**config.mk**
```make
export PLATFORM = sky130hd
export DESIGN_NAME = muldiv_sequencer_flat
export DESIGN_NICKNAME = d
export VERILOG_FILES = /design/src/rtl/muldiv_sequencer_if.sv /design/src/rtl/muldiv_sequencer.sv /design/src/flat_wrapper.sv
export SDC_FILE = /design/constraint.sdc
export NUM_CORES = 2
export LEC_CHECK = 0
export BUFFER_PORTS_ARGS = -buffer_cell sky130_fd_sc_hd__buf_4
export CORE_MARGIN = 8
export CORE_UTILIZATION = 65
export CTS_BUF_LIST = sky130_fd_sc_hd__clkbuf_4 sky130_fd_sc_hd__clkbuf_8
export DETAILED_ROUTE_END_ITERATION = 10
export GPL_ROUTABILITY_DRIVEN = 0
export PLACE_DENSITY = 0.82
export RECOVER_POWER = 100
export SYNTH_ARGS = -nofsm -noshare
export SYNTH_HDL_FRONTEND = slang
export SYNTH_SLANG_ARGS = --single-unit
```
**constraint.sdc**
```tcl
create_clock -name clk -period 12.5 [get_ports clk]
set_input_delay 1.25 -clock clk [delete_from_list [all_inputs] [get_ports clk]]
set_output_delay 1.25 -clock clk [all_outputs]
set_load 0.03 [all_outputs]
```
**src/rtl/muldiv_sequencer_if.sv**
```systemverilog
// Handshake bundle between the EX stage and the RV32M multiply/divide sequencer.
interface muldiv_sequencer_if #(
  parameter int DATA_WIDTH = 32
);
  logic                  start;
  logic [2:0]            select;
  logic [DATA_WIDTH-1:0] operand_a;
  logic [DATA_WIDTH-1:0] operand_b;
  logic                  flush;
  logic                  busy;
  logic                  stall;
  logic [DATA_WIDTH-1:0] result;
  logic                  result_valid;

  modport master (
    output start, select, operand_a, operand_b, flush,
    input  busy, stall, result, result_valid
  );

  modport slave (
    input  start, select, operand_a, operand_b, flush,
    output busy, stall, result, result_valid
  );
endinterface

```
**src/rtl/muldiv_sequencer.sv**
```systemverilog
// RV32M multi-cycle sequencer: registered multiplier plus radix-2 restoring divider,
// stalling the pipeline until a one-cycle result_valid pulse.
module muldiv_sequencer #(
  parameter int DATA_WIDTH = 32,
  parameter int MUL_CYCLES = 2
) (
  input logic          clk,
  input logic          rst,
  muldiv_sequencer_if.slave io
);
  localparam int W        = DATA_WIDTH;
  localparam int CMAX     = (DATA_WIDTH > MUL_CYCLES) ? DATA_WIDTH : MUL_CYCLES;
  localparam int CW       = $clog2(CMAX + 1);
  localparam int MUL_LAST = (MUL_CYCLES > 1) ? MUL_CYCLES - 2 : 0;

  localparam logic [2:0] IDLE     = 3'd0;
  localparam logic [2:0] MUL_WAIT = 3'd1;
  localparam logic [2:0] DIV_RUN  = 3'd2;
  localparam logic [2:0] DIV_FIX  = 3'd3;
  localparam logic [2:0] DONE     = 3'd4;

  logic [2:0]    state;
  logic [CW-1:0] cnt;
  logic          busy, result_valid;
  logic [W-1:0]  result;
  logic [1:0]    sel;
  logic [W-1:0]  opa, opb;
  logic [W-1:0]  quo, rem, dvs;
  logic          neg_q, neg_r;

  logic          idle_like, div_signed, a_neg, b_neg, div_zero, div_ovf;
  logic [W-1:0]  a_mag, b_mag;
  logic [1:0]    m_sel;
  logic [W-1:0]  m_a, m_b;
  logic          a_sgn, b_sgn;
  logic [2*W-1:0] ext_a, ext_b, product;
  logic [W-1:0]  mul_res;
  logic [W:0]    r_sh, diff;
  logic [W-1:0]  quo_fix, rem_fix;

  always_comb begin
    idle_like  = (state == IDLE) || (state == DONE);
    div_signed = ~io.select[0];
    a_neg      = io.operand_a[W-1];
    b_neg      = io.operand_b[W-1];
    a_mag      = (div_signed & a_neg) ? -io.operand_a : io.operand_a;
    b_mag      = (div_signed & b_neg) ? -io.operand_b : io.operand_b;
    div_zero   = (io.operand_b == '0);
    div_ovf    = div_signed & (io.operand_a == {1'b1, {(W-1){1'b0}}}) & (io.operand_b == '1);

    // With a single multiply cycle the product is taken straight from the live operands at accept.
    m_sel   = (MUL_CYCLES == 1) ? io.select[1:0] : sel;
    m_a     = (MUL_CYCLES == 1) ? io.operand_a   : opa;
    m_b     = (MUL_CYCLES == 1) ? io.operand_b   : opb;
    a_sgn   = (m_sel != 2'b11);
    b_sgn   = (m_sel == 2'b01);
    ext_a   = {{W{a_sgn & m_a[W-1]}}, m_a};
    ext_b   = {{W{b_sgn & m_b[W-1]}}, m_b};
    product = ext_a * ext_b;
    mul_res = (m_sel == 2'b00) ? product[W-1:0] : product[2*W-1:W];

    r_sh    = {rem, quo[W-1]};
    diff    = r_sh - {1'b0, dvs};
    quo_fix = neg_q ? -quo : quo;
    rem_fix = neg_r ? -rem : rem;
  end

  always_ff @(posedge clk or posedge rst) begin
    if (rst) begin
      state        <= IDLE;
      cnt          <= '0;
      busy         <= 1'b0;
      result_valid <= 1'b0;
      result       <= '0;
      sel          <= '0;
      opa          <= '0;
      opb          <= '0;
      quo          <= '0;
      rem          <= '0;
      dvs          <= '0;
      neg_q        <= 1'b0;
      neg_r        <= 1'b0;
    end else begin
      result_valid <= 1'b0;
      if (io.flush) begin
        state <= IDLE;
        busy  <= 1'b0;
        cnt   <= '0;
      end else begin
        case (state)
          IDLE, DONE: begin
            state <= IDLE;
            if (io.start) begin
              sel   <= io.select[1:0];
              opa   <= io.operand_a;
              opb   <= io.operand_b;
              cnt   <= '0;
              busy  <= 1'b1;
              quo   <= a_mag;
              rem   <= '0;
              dvs   <= b_mag;
              neg_q <= div_signed & (a_neg ^ b_neg);
              neg_r <= div_signed & a_neg;
              if (!io.select[2]) begin
                if (MUL_CYCLES == 1) begin
                  result       <= mul_res;
                  result_valid <= 1'b1;
                  busy         <= 1'b0;
                  state        <= DONE;
                end else begin
                  state <= MUL_WAIT;
                end
              end else if (div_zero) begin
                result       <= io.select[1] ? io.operand_a : '1;
                result_valid <= 1'b1;
                busy         <= 1'b0;
                state        <= DONE;
              end else if (div_ovf) begin
                result       <= io.select[1] ? '0 : io.operand_a;
                result_valid <= 1'b1;
                busy         <= 1'b0;
                state        <= DONE;
              end else begin
                state <= DIV_RUN;
              end
            end
          end
          MUL_WAIT: begin
            if (cnt == CW'(MUL_LAST)) begin
              result       <= mul_res;
              result_valid <= 1'b1;
              busy         <= 1'b0;
              state        <= DONE;
            end else begin
              cnt <= cnt + CW'(1);
            end
          end
          DIV_RUN: begin
            // Restoring step: a negative trial difference leaves the shifted remainder untouched.
            quo <= {quo[W-2:0], ~diff[W]};
            rem <= diff[W] ? r_sh[W-1:0] : diff[W-1:0];
            if (cnt == CW'(W - 1)) begin
              cnt   <= '0;
              state <= DIV_FIX;
            end else begin
              cnt <= cnt + CW'(1);
            end
          end
          DIV_FIX: begin
            result       <= sel[1] ? rem_fix : quo_fix;
            result_valid <= 1'b1;
            busy         <= 1'b0;
            state        <= DONE;
          end
          default: state <= IDLE;
        endcase
      end
    end
  end

  assign io.busy         = busy;
  assign io.result       = result;
  assign io.result_valid = result_valid;
  assign io.stall        = (io.start & idle_like & ~io.flush) | (busy & ~result_valid);
endmodule

```
**src/flat_wrapper.sv**
```systemverilog
// flat-port wrapper written by rule: the top's interface ports become plain ports
module muldiv_sequencer_flat 
#(
  parameter int DATA_WIDTH = 32,
  parameter int MUL_CYCLES = 2
)
  (clk, rst, io_start, io_select, io_operand_a, io_operand_b, io_flush, io_busy, io_stall, io_result, io_result_valid);
  muldiv_sequencer_if #(.DATA_WIDTH(DATA_WIDTH)) io_i ();
  input logic clk;
  input logic rst;
  input wire logic [$bits(io_i.start)-1:0] io_start;
  input wire logic [$bits(io_i.select)-1:0] io_select;
  input wire logic [$bits(io_i.operand_a)-1:0] io_operand_a;
  input wire logic [$bits(io_i.operand_b)-1:0] io_operand_b;
  input wire logic [$bits(io_i.flush)-1:0] io_flush;
  output wire logic [$bits(io_i.busy)-1:0] io_busy;
  output wire logic [$bits(io_i.stall)-1:0] io_stall;
  output wire logic [$bits(io_i.result)-1:0] io_result;
  output wire logic [$bits(io_i.result_valid)-1:0] io_result_valid;
  assign io_i.start = io_start;
  assign io_i.select = io_select;
  assign io_i.operand_a = io_operand_a;
  assign io_i.operand_b = io_operand_b;
  assign io_i.flush = io_flush;
  assign io_busy = io_i.busy;
  assign io_stall = io_i.stall;
  assign io_result = io_i.result;
  assign io_result_valid = io_i.result_valid;
  muldiv_sequencer #(.DATA_WIDTH(DATA_WIDTH), .MUL_CYCLES(MUL_CYCLES)) u_core (.clk(clk), .rst(rst), .io(io_i));
endmodule
```
# Yosys cells after proc, flatten, opt, wreduce, memory -nomap -nowiden
# Cells that the tools add are included.
[totals]
romBits = 0
mem_bits_rw = 0
reg_bits = 207
elab_cells = 115
mem_count = 0
out_inout_bits = 35
latch_bits = 0
[op_classes]
n_div = 0
n_mul = 1
addsub = 6
shifts = 0
n_eq_ne = 17
n_bitwise = 16
mux = 46
reduce_logical = 16
order_cmp = 0
[ops]
columns = ["cell", "n"]
rows = [
  ["32-bit 2-to-1 mux", 16],
  ["32-bit negation", 4],
  ["32-bit case mux with 2 select lines", 2],
  ["32-bit case mux with 3 select lines", 1],
  ["32-bit == test (second input constant)", 2],
  ["33-bit by 33-bit multiplier with 64-bit output", 1],
  ["33-bit by 32-bit subtractor with 33-bit output", 1],
  ["32-bit zero test", 1],
  ["6-bit 2-to-1 mux", 4],
  ["3-bit 2-to-1 mux", 7],
  ["6-bit case mux with 3 select lines", 1],
  ["1-bit 2-to-1 mux", 12],
  ["3-bit case mux with 4 select lines", 1],
  ["3-bit AND reduction", 4],
  ["1-bit bitwise AND", 10],
  ["4-bit nonzero test", 2],
  ["6-bit by 1-bit adder with 6-bit output (second input constant)", 1],
  ["3-bit by 2-bit == test with 1-bit output (second input constant)", 2],
  ["6-bit by 5-bit == test with 1-bit output (second input constant)", 1],
  ["6-bit zero test", 1],
  ["2-bit != test (second input constant)", 3],
  ["3-bit by 2-bit != test with 1-bit output (second input constant)", 2],
  ["3-bit != test (second input constant)", 2],
  ["1-bit case mux with 3 select lines", 2],
  ["other kinds (16)", 19],
]

# Longest topological paths before layout
[logic_depth]
word_depth = 9
mapped_depth = 32
mapped_depth_nobuf = 29

# Least setup slack after synthesis
# No wires, ideal clock.
[synth_timing]
path_type = "flip-flop to flip-flop"
startpoint = "reg u_core.sel[0] (netlist: u_core.m_sel[0])"
endpoint = "reg u_core.result[30] (netlist: u_core.io.result[30])"
arrival_ns = 8.523
setup_slack_ns = 3.857
period_less_slack_ns = 8.643
path_buffers = 2
stages_incl_launch_ff = 31
t_required_ns = 12.380
cell_sequence = "dfrtp_1 nand2_1 clkbuf_1 and2_1 clkbuf_1 nand2_1 inv_1 fa_1 inv_1 fa_1 inv_1 fa_1 fa_1 inv_1 fa_1 inv_1 fa_1 inv_1 fa_1 fa_1 inv_1 ha_1 and3_1 nand2_1 a21oi_1 or3_1 a221o_1 a41oi_2 nor3_1 or4_1 a41o_1"
[synth_via]
elab_chain_len = 6
word_cells_on_any_way = 9
cone_classes = "1 x mul; 2 x eq/ne; 3 x mux; 2 x bitwise; 1 x reduce/logical"
[synth_lines]
columns = ["element", "line_no", "rtl"]
rows = [
  ["start: declaration", "muldiv_sequencer.sv:26", "logic [1:0] sel;"],
  ["start signal: assignment", "muldiv_sequencer.sv:94", "sel <= io.select[1:0];"],
  ["2-bit != test or 2-bit by 1-bit == test with 1-bit output (tied branches)", "muldiv_sequencer.sv:55, muldiv_sequencer.sv:56", ""],
  ["1-bit bitwise AND (on tied branches)", "muldiv_sequencer.sv:57, muldiv_sequencer.sv:58", ""],
  ["33-bit by 33-bit multiplier with 64-bit output", "muldiv_sequencer.sv:59", "product = ext_a * ext_b;"],
  ["32-bit 2-to-1 mux *", "muldiv_sequencer.sv:60", "mul_res = (m_sel == 2'b00) ? product[W-1:0] : product[2*W-1:W];"],
  ["32-bit 2-to-1 mux *", "muldiv_sequencer.sv:129", "if (cnt == CW'(MUL_LAST)) begin"],
  ["32-bit case mux with 3 select lines *", "muldiv_sequencer.sv:90", "case (state)"],
  ["end signal: assignment", "muldiv_sequencer.sv:106", "result <= mul_res;"],
  ["end signal: assignment", "muldiv_sequencer.sv:130", "result <= mul_res;"],
  ["end signal: assignment", "muldiv_sequencer.sv:150", "result <= sel[1] ? rem_fix : quo_fix;"],
  ["end: declaration", "muldiv_sequencer.sv:25", "logic [W-1:0] result;"],
]
# Every way passes the cells marked *; elsewhere a longest branch is shown, timed or not. The select of a mux whose other input is x is not followed.
# A chain may end at the register's enable or synchronous reset.

# Final worst setup path
[layout_timing]
startpoint = "reg u_core.sel[1] (netlist: u_core.m_sel[1])"
endpoint = "reg u_core.result[30] (netlist: u_core.io.result[30])"
[layout_via]
elab_chain_len = 6
word_cells_on_any_way = 10
cone_classes = "1 x mul; 2 x eq/ne; 4 x mux; 2 x bitwise; 1 x reduce/logical"
[layout_lines]
columns = ["element", "line_no"]
rows = [
  ["2-bit != test or 2-bit by 1-bit == test with 1-bit output (tied branches)", "muldiv_sequencer.sv:55, muldiv_sequencer.sv:56"],
  ["1-bit bitwise AND (on tied branches)", "muldiv_sequencer.sv:57, muldiv_sequencer.sv:58"],
  ["33-bit by 33-bit multiplier with 64-bit output", "muldiv_sequencer.sv:59"],
  ["32-bit 2-to-1 mux", "muldiv_sequencer.sv:60"],
  ["32-bit 2-to-1 mux", "muldiv_sequencer.sv:129"],
  ["32-bit case mux with 3 select lines *", "muldiv_sequencer.sv:90"],
]
# Marked as above.

==> results.cfg <==
[sta]
setup_tns_ps = 0
fin_crit_ps = 10880
fin_ws_ps = 1620
skew_ps = 43.3
hold_viol = 0
min_period_over_period_pct = 87.0
slew_headroom_pct = -148
final-max-slew-violation-count = 581
worst_slew_pin_slew_ps = 3690
rsz0062_at_grt = false
fmax_mhz = 91.9
setup_viol = 0

[drt]
drt_iter0_markers = 4792
postRouteAntennaNets = 0
viasPerCell = 6.13
drcViolationCount = 0
drt_wl_total_mm = 155
routedWlPerCell_um = 22.1
vias = 42800
dr.pass1.iters = 10

[floorplanning]
core_sq_um = 78900
die_h_um = 298
start_util_pct = 65.6
die-width_um = 298
row_count = 103
io_pins = 106
die_area_sq_um = 88900

[synth]
ys_seq_area_share_pct = 9.97
yosys.area_share.adder_pct = 49.7
yosysTopAreaCellShare_pct = 43.6
synth-xor-area-share_pct = 3.52
synth_cells = 6006
syn_avg_cell_area_sq_um = 8.61
synth_top_flop_cell = dfrtp_1
synth-simple-area-share_pct = 16.4
synth_area_leaders = fa_1 44%, dfrtp_1 10%, inv_1 9.2%, nand2_1 8.5%, ha_1 6.1%
synthMuxAreaShare_pct = 0.697
synth_top_family_by_area = adder cells
synth_compound_area_share_pct = 8.19
syn_nets = 7454
ys_seq_elements = 206
synth_top_cell_by_area = fa_1
synth_cell_types = 79
yosysWarnings = 0
async_flop_share_pct = 100
syn_area_sq_um = 51700
synth-edff-count = 0

[global_routing]
grt_util_met2_pct = 54.8
met1_usage_pct = 43.5
track_usage_pct = 35.2
use_met3_pct = 11.4
grt-ovfl-total = 0
grt_pass1_vias = 45600
grt_max_degree = 97
antenna_found_initial = 5
busiest_layer = met2
grt_pass1_wl_mm = 247

[critical_path]
cp-start-kind = register
crit_path_frequent_cell = fa_1
crit_arrival_ps = 11320
crit_required_ps = 12950
path_max_fanout = 59
cp_slowest_cell = dfrtp_1
path_class = register to register
end_kind = register
critPathMaxStageDelay_ps = 1510

[outcome]
violations = capacitance limit, slew limit
status = finished, violations left

[placed_design]
postPlaceCellArea_sq_um = 53200
dp_hpwl_mm = 118
dp_slack_ps = 2450
io_buffers = 105

[cells_and_area]
nFillCells = 6159
design_area_sq_um = 53900
fin_nets = 7350
seq_area_sq_um = 5170
multiInputGateArea_sq_um = 40600
area_growth_pct = 4.16
layout-drive-gt1-share_pct = 4.23

[clock_network]
cts_root_buf = clkbuf_8
cts_setup_buffers = 0
cts.hold.buffers_added = 0
cts_buffer_depth = 3
htree_levels = 2
cts_tree = built
clk_pin_slew_worst_paths_ps = 70
clock-sinks = 206
cts_resized = 0
numCtsBuffers = 36
worstSkewPairLatency_ps = 560

[hold_path]
min_path_type = register to register

[flow_run]
cap_violations = 9
-- worst paths after layout --
kind	from	end	slack (ps)	depth (start not counted)
setup / recovery	u_core.m_sel[1]	u_core.io.result[30]	1620	29
hold / removal	u_core.dvs[13]	u_core.dvs[13]	480	2
setup reg to reg	u_core.m_sel[1]	u_core.io.result[30]	1620	29
hold reg to reg	u_core.dvs[13]	u_core.dvs[13]	480	2
max in group asynchronous	rst	u_core.m_a[19]	5930	3
min in group asynchronous	rst	u_core.m_b[7]	1800	2
-- cell usage after synthesis (91+ instances only) --
cell	number
a21oi_1	194
and2_1	279
clkbuf_1	304
dfrtp_1	206
fa_1	1126
ha_1	251
inv_1	1267
nand2_1	1178
nor2_1	175
o21ai_0	228
xnor2_1	117
xor2_1	91
-- kinds of logic (layout without fill, tap and decap cells) --
| logic type | Yosys count | count (layout) |
|---|---|---|
| other | 0 | 11 |
| AO/OA/AOI/OAI | 693 | 693 |
| XOR/XNOR | 208 | 208 |
| AND/OR/NAND/NOR | 1892 | 1892 |
| buffers and inverters | 1594 | 1517 |
| multiplexers | 36 | 36 |
| flip-flops | 206 | 206 |
| adder cells (fa/ha/maj) | 1377 | 1377 |
-- placed cells by master (no fill, tap or decap), types with 21 or more instances in the layout --
cell type | netlist | layout
xnor2_1 | 117 | 116
a21o_1 | 43 | 43
and3_1 | 33 | 33
inv_1 | 1267 | 1266
nor3_1 | 45 | 46
o31ai_1 | 38 | 38
fa_1 | 1126 | 1126
buf_4 | 0 | 140
o21ai_0 | 228 | 229
ha_1 | 251 | 251
nand3_1 | 26 | 26
xor2_1 | 91 | 91
a21oi_1 | 194 | 194
nor2_1 | 175 | 176
o22ai_1 | 21 | 21
mux2i_1 | 36 | 36
clkbuf_8 | 0 | 43
clkbuf_1 | 304 | 43
nand2_1 | 1178 | 1178
nand4_1 | 25 | 25
and2_1 | 279 | 275
o211ai_1 | 22 | 22
dfrtp_1 | 206 | 194
-- critical path: cells and delay by family (launching register included) --
kind	cells	cell delay, ps
DFF	1	1510
buffers and inverters	8	1120
and+or+nand+nor	8	2290
AOI/OAI and AO/OA	4	1000
adders and majority gates	9	4870
-- flip-flops by register name, indices dropped and copies added, names as in the netlist --
name,flops
u_core.io.result,32
u_core.m_a,32
u_core.m_b,32
u_core.quo,32
u_core.rem,32
u_core.dvs,31
u_core.cnt,6
u_core.state,3
u_core.m_sel,2
u_core.io.busy,1
u_core.io.result_valid,1
u_core.neg_q,1
u_core.neg_r,1
-- cell type report --
| cell class | count | share of cell area [%] |
|---|---|---|
| clock buffers | 54 | 1.25 |
| flip-flops and latches | 206 | 9.60 |
| repair buffers | 184 | 2.26 |
| inverters | 1268 | 8.84 |
| diodes | 11 | 0.0511 |
| multi-input cells | 4206 | 75.3 |
| clock inverters | 11 | 0.265 |
| well taps | 1050 | 2.44 |
-- stage by stage --
step / util, % / hold slack [ps] / cells
final: 68.3 / 480 / 6990
after floorplan: - / 450 / 6006
after global placement: 67.5 / 459 / 6914
after global routing: 68.3 / 503 / 6980
after CTS: 68.5 / 480 / 6979
after detailed placement: 67.5 / 464 / 6914
-- metal layers --
| metal | up-vias | routed length, um |
|---|---|---|
| met1 | 21200 | 52900 |
| li1 | 17900 | - |
| met2 | 2898 | 69200 |
| met3 | 829 | 21600 |
| met5 | - | 0 |
| met4 | 0 | 10900 |
Power is not shown: default switching activity piles up to over one toggle a cycle in this logic, so the estimate is an artifact.
